==> src/rtl/vx_ipdom_ctrl.sv <==
`default_nettype none
// ============================================================================
// Module   : vx_ipdom_ctrl
// Purpose  : Split/join sequencer for the per-warp IPDOM stacks of a SIMT
//            core. Arbitrates between split and join requests (one operation
//            per cycle, round-robin on contention). Drives push/pop/pair/data
//            strobes onto the selected warp's stack, and returns the
//            resulting thread mask / PC update to the warp scheduler one
//            cycle later. Also keeps divergence counters and a sticky
//            misuse error.
// Revision : 1.0 - initial release
// ----------------------------------------------------------------------------
// Ports
//   clk_i, reset_ni            clock, asynchronous active-low reset
//   split_valid_i/ready_o      split request handshake
//   split_wid_i                target warp of the split
//   split_tmask_i, split_cond_i current active mask, per-thread predicate
//   split_else_pc_i            PC of the not-taken path
//   join_valid_i/ready_o       join request handshake
//   join_wid_i                 target warp of the join
//   stk_push_o, stk_pop_o      one-hot per-warp stack strobes
//   stk_pair_o                 1 = divergent pair push
//   stk_q1_o, stk_q2_o         push data, entry = {mask, pc}
//   stk_d_i                    per-warp top-of-stack entry (combinational)
//   stk_index_i/empty_i/full_i per-warp stack status
//   wctl_*_o                   registered mask/PC update, one-cycle pulse
//   perf_splits_o/diverge_o    wrapping 32-bit event counters
//   err_o                      sticky: bit0 join on empty stack, bit1 zero
// ============================================================================
module vx_ipdom_ctrl #(
  parameter int NUM_WARPS   = 4,
  parameter int NUM_THREADS = 4,
  parameter int PC_WIDTH    = 32,
  localparam int EW         = NUM_THREADS + PC_WIDTH,
  localparam int WB         = (NUM_WARPS > 1) ? $clog2(NUM_WARPS) : 1
) (
  input  logic                      clk_i,
  input  logic                      reset_ni,

  input  logic                      split_valid_i,
  output logic                      split_ready_o,
  input  logic [WB-1:0]             split_wid_i,
  input  logic [NUM_THREADS-1:0]    split_tmask_i,
  input  logic [NUM_THREADS-1:0]    split_cond_i,
  input  logic [PC_WIDTH-1:0]       split_else_pc_i,

  input  logic                      join_valid_i,
  output logic                      join_ready_o,
  input  logic [WB-1:0]             join_wid_i,

  output logic [NUM_WARPS-1:0]      stk_push_o,
  output logic [NUM_WARPS-1:0]      stk_pop_o,
  output logic                      stk_pair_o,
  output logic [EW-1:0]             stk_q1_o,
  output logic [EW-1:0]             stk_q2_o,
  input  logic [NUM_WARPS*EW-1:0]   stk_d_i,
  input  logic [NUM_WARPS-1:0]      stk_index_i,
  input  logic [NUM_WARPS-1:0]      stk_empty_i,
  input  logic [NUM_WARPS-1:0]      stk_full_i,

  output logic                      wctl_valid_o,
  output logic [WB-1:0]             wctl_wid_o,
  output logic [NUM_THREADS-1:0]    wctl_tmask_o,
  output logic [PC_WIDTH-1:0]       wctl_pc_o,
  output logic                      wctl_setpc_o,

  output logic [31:0]               perf_splits_o,
  output logic [31:0]               perf_diverge_o,
  output logic [1:0]                err_o
);

  localparam logic [NUM_WARPS-1:0] ONE_HOT_LSB = {{(NUM_WARPS-1){1'b0}}, 1'b1};

  // --------------------------------------------------------------------------
  // Unpack the flat top-of-stack bus into one entry per warp
  // --------------------------------------------------------------------------
  logic [EW-1:0] w_stk_d [NUM_WARPS];

  for (genvar gi = 0; gi < NUM_WARPS; gi++) begin : g_unpack
    assign w_stk_d[gi] = stk_d_i[gi*EW +: EW];
  end

  // --------------------------------------------------------------------------
  // Registers
  // --------------------------------------------------------------------------
  logic                   prio_q,         prio_d;
  logic                   wctl_valid_q,   wctl_valid_d;
  logic [WB-1:0]          wctl_wid_q,     wctl_wid_d;
  logic [NUM_THREADS-1:0] wctl_tmask_q,   wctl_tmask_d;
  logic [PC_WIDTH-1:0]    wctl_pc_q,      wctl_pc_d;
  logic                   wctl_setpc_q,   wctl_setpc_d;
  logic [31:0]            perf_splits_q,  perf_splits_d;
  logic [31:0]            perf_diverge_q, perf_diverge_d;
  logic                   err_empty_q,    err_empty_d;

  // --------------------------------------------------------------------------
  // Eligibility and arbitration
  // --------------------------------------------------------------------------
  logic w_split_elig;
  logic w_join_elig;
  logic w_contend;
  logic w_grant_split;
  logic w_grant_join;

  // Readies are forced low while reset is held, independent of the inputs.
  assign w_split_elig  = reset_ni & split_valid_i & ~stk_full_i[split_wid_i];
  assign w_join_elig   = reset_ni & join_valid_i;
  assign w_contend     = w_split_elig & w_join_elig;

  // prio_q = 0 gives split the win on contention, 1 gives join the win.
  assign w_grant_split = w_split_elig & (~w_join_elig | ~prio_q);
  assign w_grant_join  = w_join_elig  & (~w_split_elig |  prio_q);

  assign split_ready_o = w_grant_split;
  assign join_ready_o  = w_grant_join;

  // --------------------------------------------------------------------------
  // Split decode
  // --------------------------------------------------------------------------
  logic [NUM_THREADS-1:0] w_taken;
  logic [NUM_THREADS-1:0] w_ntaken;
  logic                   w_divergent;

  assign w_taken     = split_tmask_i & split_cond_i;
  assign w_ntaken    = split_tmask_i & ~split_cond_i;
  assign w_divergent = (|w_taken) & (|w_ntaken);

  // --------------------------------------------------------------------------
  // Join decode: the top entry and index are sampled in the grant cycle,
  // before the pop takes effect at the clock edge.
  // --------------------------------------------------------------------------
  logic          w_join_empty;
  logic          w_join_pop;
  logic [EW-1:0] w_join_entry;
  logic          w_join_ix;

  assign w_join_empty = stk_empty_i[join_wid_i];
  assign w_join_pop   = w_grant_join & ~w_join_empty;
  assign w_join_entry = w_stk_d[join_wid_i];
  assign w_join_ix    = stk_index_i[join_wid_i];

  // --------------------------------------------------------------------------
  // Stack strobes and push data (all zero when no stack operation)
  // --------------------------------------------------------------------------
  always_comb begin
    stk_push_o = '0;
    stk_pop_o  = '0;
    stk_pair_o = 1'b0;
    stk_q1_o   = '0;
    stk_q2_o   = '0;
    if (w_grant_split) begin
      stk_push_o = ONE_HOT_LSB << split_wid_i;
      // q1 holds the reconvergence mask; its PC is never used on pop.
      stk_q1_o   = {split_tmask_i, {PC_WIDTH{1'b0}}};
      if (w_divergent) begin
        stk_pair_o = 1'b1;
        stk_q2_o   = {w_ntaken, split_else_pc_i};
      end
    end else if (w_join_pop) begin
      stk_pop_o = ONE_HOT_LSB << join_wid_i;
    end
  end

  // --------------------------------------------------------------------------
  // Next-state logic
  // --------------------------------------------------------------------------
  always_comb begin
    prio_d         = prio_q;
    wctl_valid_d   = 1'b0;
    wctl_wid_d     = '0;
    wctl_tmask_d   = '0;
    wctl_pc_d      = '0;
    wctl_setpc_d   = 1'b0;
    perf_splits_d  = perf_splits_q;
    perf_diverge_d = perf_diverge_q;
    err_empty_d    = err_empty_q;

    // Only a contended grant rotates priority.
    if (w_contend) begin
      prio_d = ~prio_q;
    end

    if (w_grant_split) begin
      wctl_valid_d  = 1'b1;
      wctl_wid_d    = split_wid_i;
      wctl_tmask_d  = w_divergent ? w_taken : split_tmask_i;
      perf_splits_d = perf_splits_q + 32'd1;
      if (w_divergent) begin
        perf_diverge_d = perf_diverge_q + 32'd1;
      end
    end else if (w_join_pop) begin
      wctl_valid_d = 1'b1;
      wctl_wid_d   = join_wid_i;
      wctl_tmask_d = w_join_entry[EW-1 -: NUM_THREADS];
      // Index 0: else path still pending, jump to it.
      // Index 1: reconverge, mask restore only.
      if (!w_join_ix) begin
        wctl_pc_d    = w_join_entry[PC_WIDTH-1:0];
        wctl_setpc_d = 1'b1;
      end
    end

    // A join on an empty stack is consumed silently apart from this flag.
    if (w_grant_join && w_join_empty) begin
      err_empty_d = 1'b1;
    end
  end

  // --------------------------------------------------------------------------
  // State registers
  // --------------------------------------------------------------------------
  always_ff @(posedge clk_i or negedge reset_ni) begin
    if (!reset_ni) begin
      prio_q         <= 1'b0;
      wctl_valid_q   <= 1'b0;
      wctl_wid_q     <= '0;
      wctl_tmask_q   <= '0;
      wctl_pc_q      <= '0;
      wctl_setpc_q   <= 1'b0;
      perf_splits_q  <= '0;
      perf_diverge_q <= '0;
      err_empty_q    <= 1'b0;
    end else begin
      prio_q         <= prio_d;
      wctl_valid_q   <= wctl_valid_d;
      wctl_wid_q     <= wctl_wid_d;
      wctl_tmask_q   <= wctl_tmask_d;
      wctl_pc_q      <= wctl_pc_d;
      wctl_setpc_q   <= wctl_setpc_d;
      perf_splits_q  <= perf_splits_d;
      perf_diverge_q <= perf_diverge_d;
      err_empty_q    <= err_empty_d;
    end
  end

  // --------------------------------------------------------------------------
  // Outputs
  // --------------------------------------------------------------------------
  assign wctl_valid_o   = wctl_valid_q;
  assign wctl_wid_o     = wctl_wid_q;
  assign wctl_tmask_o   = wctl_tmask_q;
  assign wctl_pc_o      = wctl_pc_q;
  assign wctl_setpc_o   = wctl_setpc_q;
  assign perf_splits_o  = perf_splits_q;
  assign perf_diverge_o = perf_diverge_q;
  assign err_o          = {1'b0, err_empty_q};

endmodule
`default_nettype wire
==> config.mk <==
export PLATFORM = sky130hd
export DESIGN_NAME = vx_ipdom_ctrl
export DESIGN_NICKNAME = d
export VERILOG_FILES = /design/src/rtl/vx_ipdom_ctrl.sv
export SDC_FILE = /design/constraint.sdc
export NUM_CORES = 1
export LEC_CHECK = 0
export BUFFER_PORTS_ARGS = -buffer_cell sky130_fd_sc_hd__buf_4
export CORE_AREA = 2 2 154 156
export DETAILED_ROUTE_END_ITERATION = 10
export DIE_AREA = 0 0 156 158
export PLACE_DENSITY = 0.52
export SLEW_MARGIN = 20
export SYNTH_ARGS = -nofsm -noshare
export SYNTH_HDL_FRONTEND = slang
export SYNTH_SLANG_ARGS = --single-unit
==> constraint.sdc <==
create_clock -name clk_i -period 2.66 [get_ports clk_i]
set_clock_uncertainty 0.2 [all_clocks]
set_input_delay 0.133 -clock clk_i [delete_from_list [all_inputs] [get_ports clk_i]]
set_output_delay 0.133 -clock clk_i [all_outputs]
set_load 0.02 [all_outputs]
==> metrics.txt <==
minimum clock period=2390 ps; commonest non-fill, non-tap cells in the layout=buf_4, dfrtp_1, mux4_2; Core ar.=23100 um^2; Die X-Extent=156 um; buffer and inverter count on the worst path=5; slowest stage delay, CP=550 ps; synth warn=0; Slew Viols, Final=0; Worst Path Max Fanout=48; placed inst area=8970 um^2; antenna violations before repair=0; Post-synth EDFFs=0; asr flop ratio synth=100%; Root Driver=clkbuf_16; period utilization=90.0%; GPL Wtd Cong=0.780; Cells after Synth=534; Avg WL per Cell=18.4 um; Reg clk slew, reported paths=70 ps; clk buf depth=2; vias in the first global route=5449; fin area=9330 um^2; unrepaired setup endpoints after global routing=false; worst-margin pin slew=880 ps; Slowest-stage cell, CP=dlygate4sd3_1; placed cell count=1173; Cell Pwr Density=448 nW/um^2; vias per std cell=4.51; first-pass GRT wire length=32400 um; Critical R2R Launch=perf_splits_o[3]$_DFFE_PN0P_; post-synthesis register bit count=106; vias=5394; status=complete, no violations; overall power=4180 uW; total global-route track usage=17.7%; total CTS buffers=9; final setup violating endpoints=0; crit path from=split_cond_i[2]; crit path capture type=output port; leakage=0.00468 uW; Final Hold Vio Count=0; initial drt markers=190; Util after Layout=40.5%; Min-Delay Path Class=input port to flip-flop; FMAX=0.418 GHz; remaining antenna violation count after routing=0; cell breakdown of the critical path=dlygate4sd3_1 -> buf_4 -> nor3b_1 -> o211ai_2 -> inv_2 -> buf_12 -> and2_1 -> buf_4; P&R area growth vs syn=54.2%; main flop type after synthesis=dfrtp_1; Cell Rows=56; full die area=24600 um^2; Nets=1108; fin cells=1195; First-pass DRT Iterations=4; share of layout cells above drive strength 1=49.6%; Setup Buffers After CTS=0; DP Wirelength=18000 um; Initial Util=26.2%; sequential cell area fraction in the yosys report=43.9%; DRT Wirelength=21900 um; syn avg cell area=11.3 um^2; WS Path Type=input port to output port; global route overflow=0; Ports=393; Worst setup SP type=input port; Max-cap violations=0; VDD IR max=0.000230 V; Vert. Die Dim=158 um; Synth area leader=dfrtp_1; cell repeated most along the worst path=buf_4; clk_lat worst skew=340 ps; CP delay by family, top=buffers and inverters; PortBufs=359; cell area after synthesis=6050 um^2; fillers=2290; area share of the largest cell type after synthesis=43.9%; most common cell after layout, fill and taps aside=buf_4; # H-tree levels=3; Worst Min Path Start=stk_d_i[14]; Crit path required time=2330 ps; relative slew slack=41.3%; pin count of the biggest net entering global routing=66; post-synthesis cell type count=48; TritonCTS clock tree=yes; DRC=0; WP data arrival=2060 ps; n_diodes=0; clk sinks=106; TNS Setup=0 ps; synth top area cells=dfrtp_1, mux4_2, xnor2_1
[cell families (layout without fill, tap and decap cells)]
kind of cell	after synthesis	count (layout)	share of synthesized area (%)
AND/OR/NAND/NOR	229	229	22.3
flip-flops	106	106	43.9
buffers and inverters	77	416	7.61
XOR/XNOR	63	63	9.12
multiplexers	40	40	14.6
AO/OA/AOI/OAI	16	16	2.07
adder cells (fa/ha/maj)	2	2	0.414
other	1	33	0.0620
[cells in the mapped netlist (2+ instances only)]
cell type and count:
nand4_1 20, nor4_1 2, and2_1 32, nand3_1 24, and4_1 6, nor2_1 27, nor3_1 17, o21ai_0 7
clkbuf_1 10, nand2_1 33, buf_6 4, dfrtp_1 106, mux4_2 38, buf_2 8, xor2_1 28, nand2b_1 3
nor4_2 13, and3_1 8, xnor2_1 35, nor2b_1 32, nor3b_1 2, buf_4 35, ha_1 2, inv_1 18
[stage by stage]
stage,hold slack [ps],setup WS (ps)
after floorplan,-363,581
after global placement,-218,182
after detailed placement,-216,229
after CTS,0.382,250
after global routing,7.39,65.3
final,14.1,267
[registers in the layout (all words and copies together) (netlist names)]
name / cells
wctl_wid_o: 2
wctl_setpc_o: 1
err_empty_q: 1
perf_splits_o: 32
wctl_valid_o: 1
wctl_pc_o: 32
wctl_tmask_o: 4
perf_diverge_o: 32
prio_q: 1
[worst register-to-register path, delay by kind of cell (launching register included)]
kind                      cells  cell delay [ps]
DFF                           1              440
xor gates and xnor gates      1              170
and+or+nand+nor               4             1340
[cell type report]
class	count	area, um^2	share of cell area, %
clock buffers	10	229	2.45
clock inverters	4	52.6	0.563
inverters	20	75.1	0.805
multi-input cells	383	3060	32.8
flip-flops and latches	106	2650	28.4
well taps	290	363	3.89
repair buffers	382	2900	31.1
[power breakdown]
part	leakage, uW	internal (uW)	total, uW	switching (uW)
Combinational	0.00314	528	1030	505
Clock	0.000139	727	1340	610
Sequential	0.00140	1700	1810	108
[what timing repair did]
action	CTS	global route
hold buffers	8	0
hold endpoints to repair	47	0
gates resized for setup	0	0
endpoints found under the setup margin	0	0
[final timing paths]
kind                                                 endpoint  slack, ps  depth (start not counted)
worst max register to register  perf_splits_o[27]$_DFFE_PN0P_        450                          5
worst min-delay path                  wctl_pc_o[14]$_DFF_PN0_         10                          3
worst max-delay path                              stk_q2_o[6]        270                          8
max in group asynchronous             wctl_wid_o[0]$_DFF_PN0_        420                          4
min in group asynchronous              wctl_pc_o[9]$_DFF_PN0_        100                          2
worst min register to register  perf_splits_o[31]$_DFFE_PN0P_        280                          1
[metal layers]
metal / up-vias / GRT usage [%] / part of all wire [%]
li1: 2538 / - / -
met1: 2559 / 20.9 / 40
met2: 272 / 31.4 / 50
met3: 23 / 4.54 / 7.4
met4: 2 / 5.55 / 2.3
met5: - / 0 / 0.34
(Power assumes the default switching activity.)
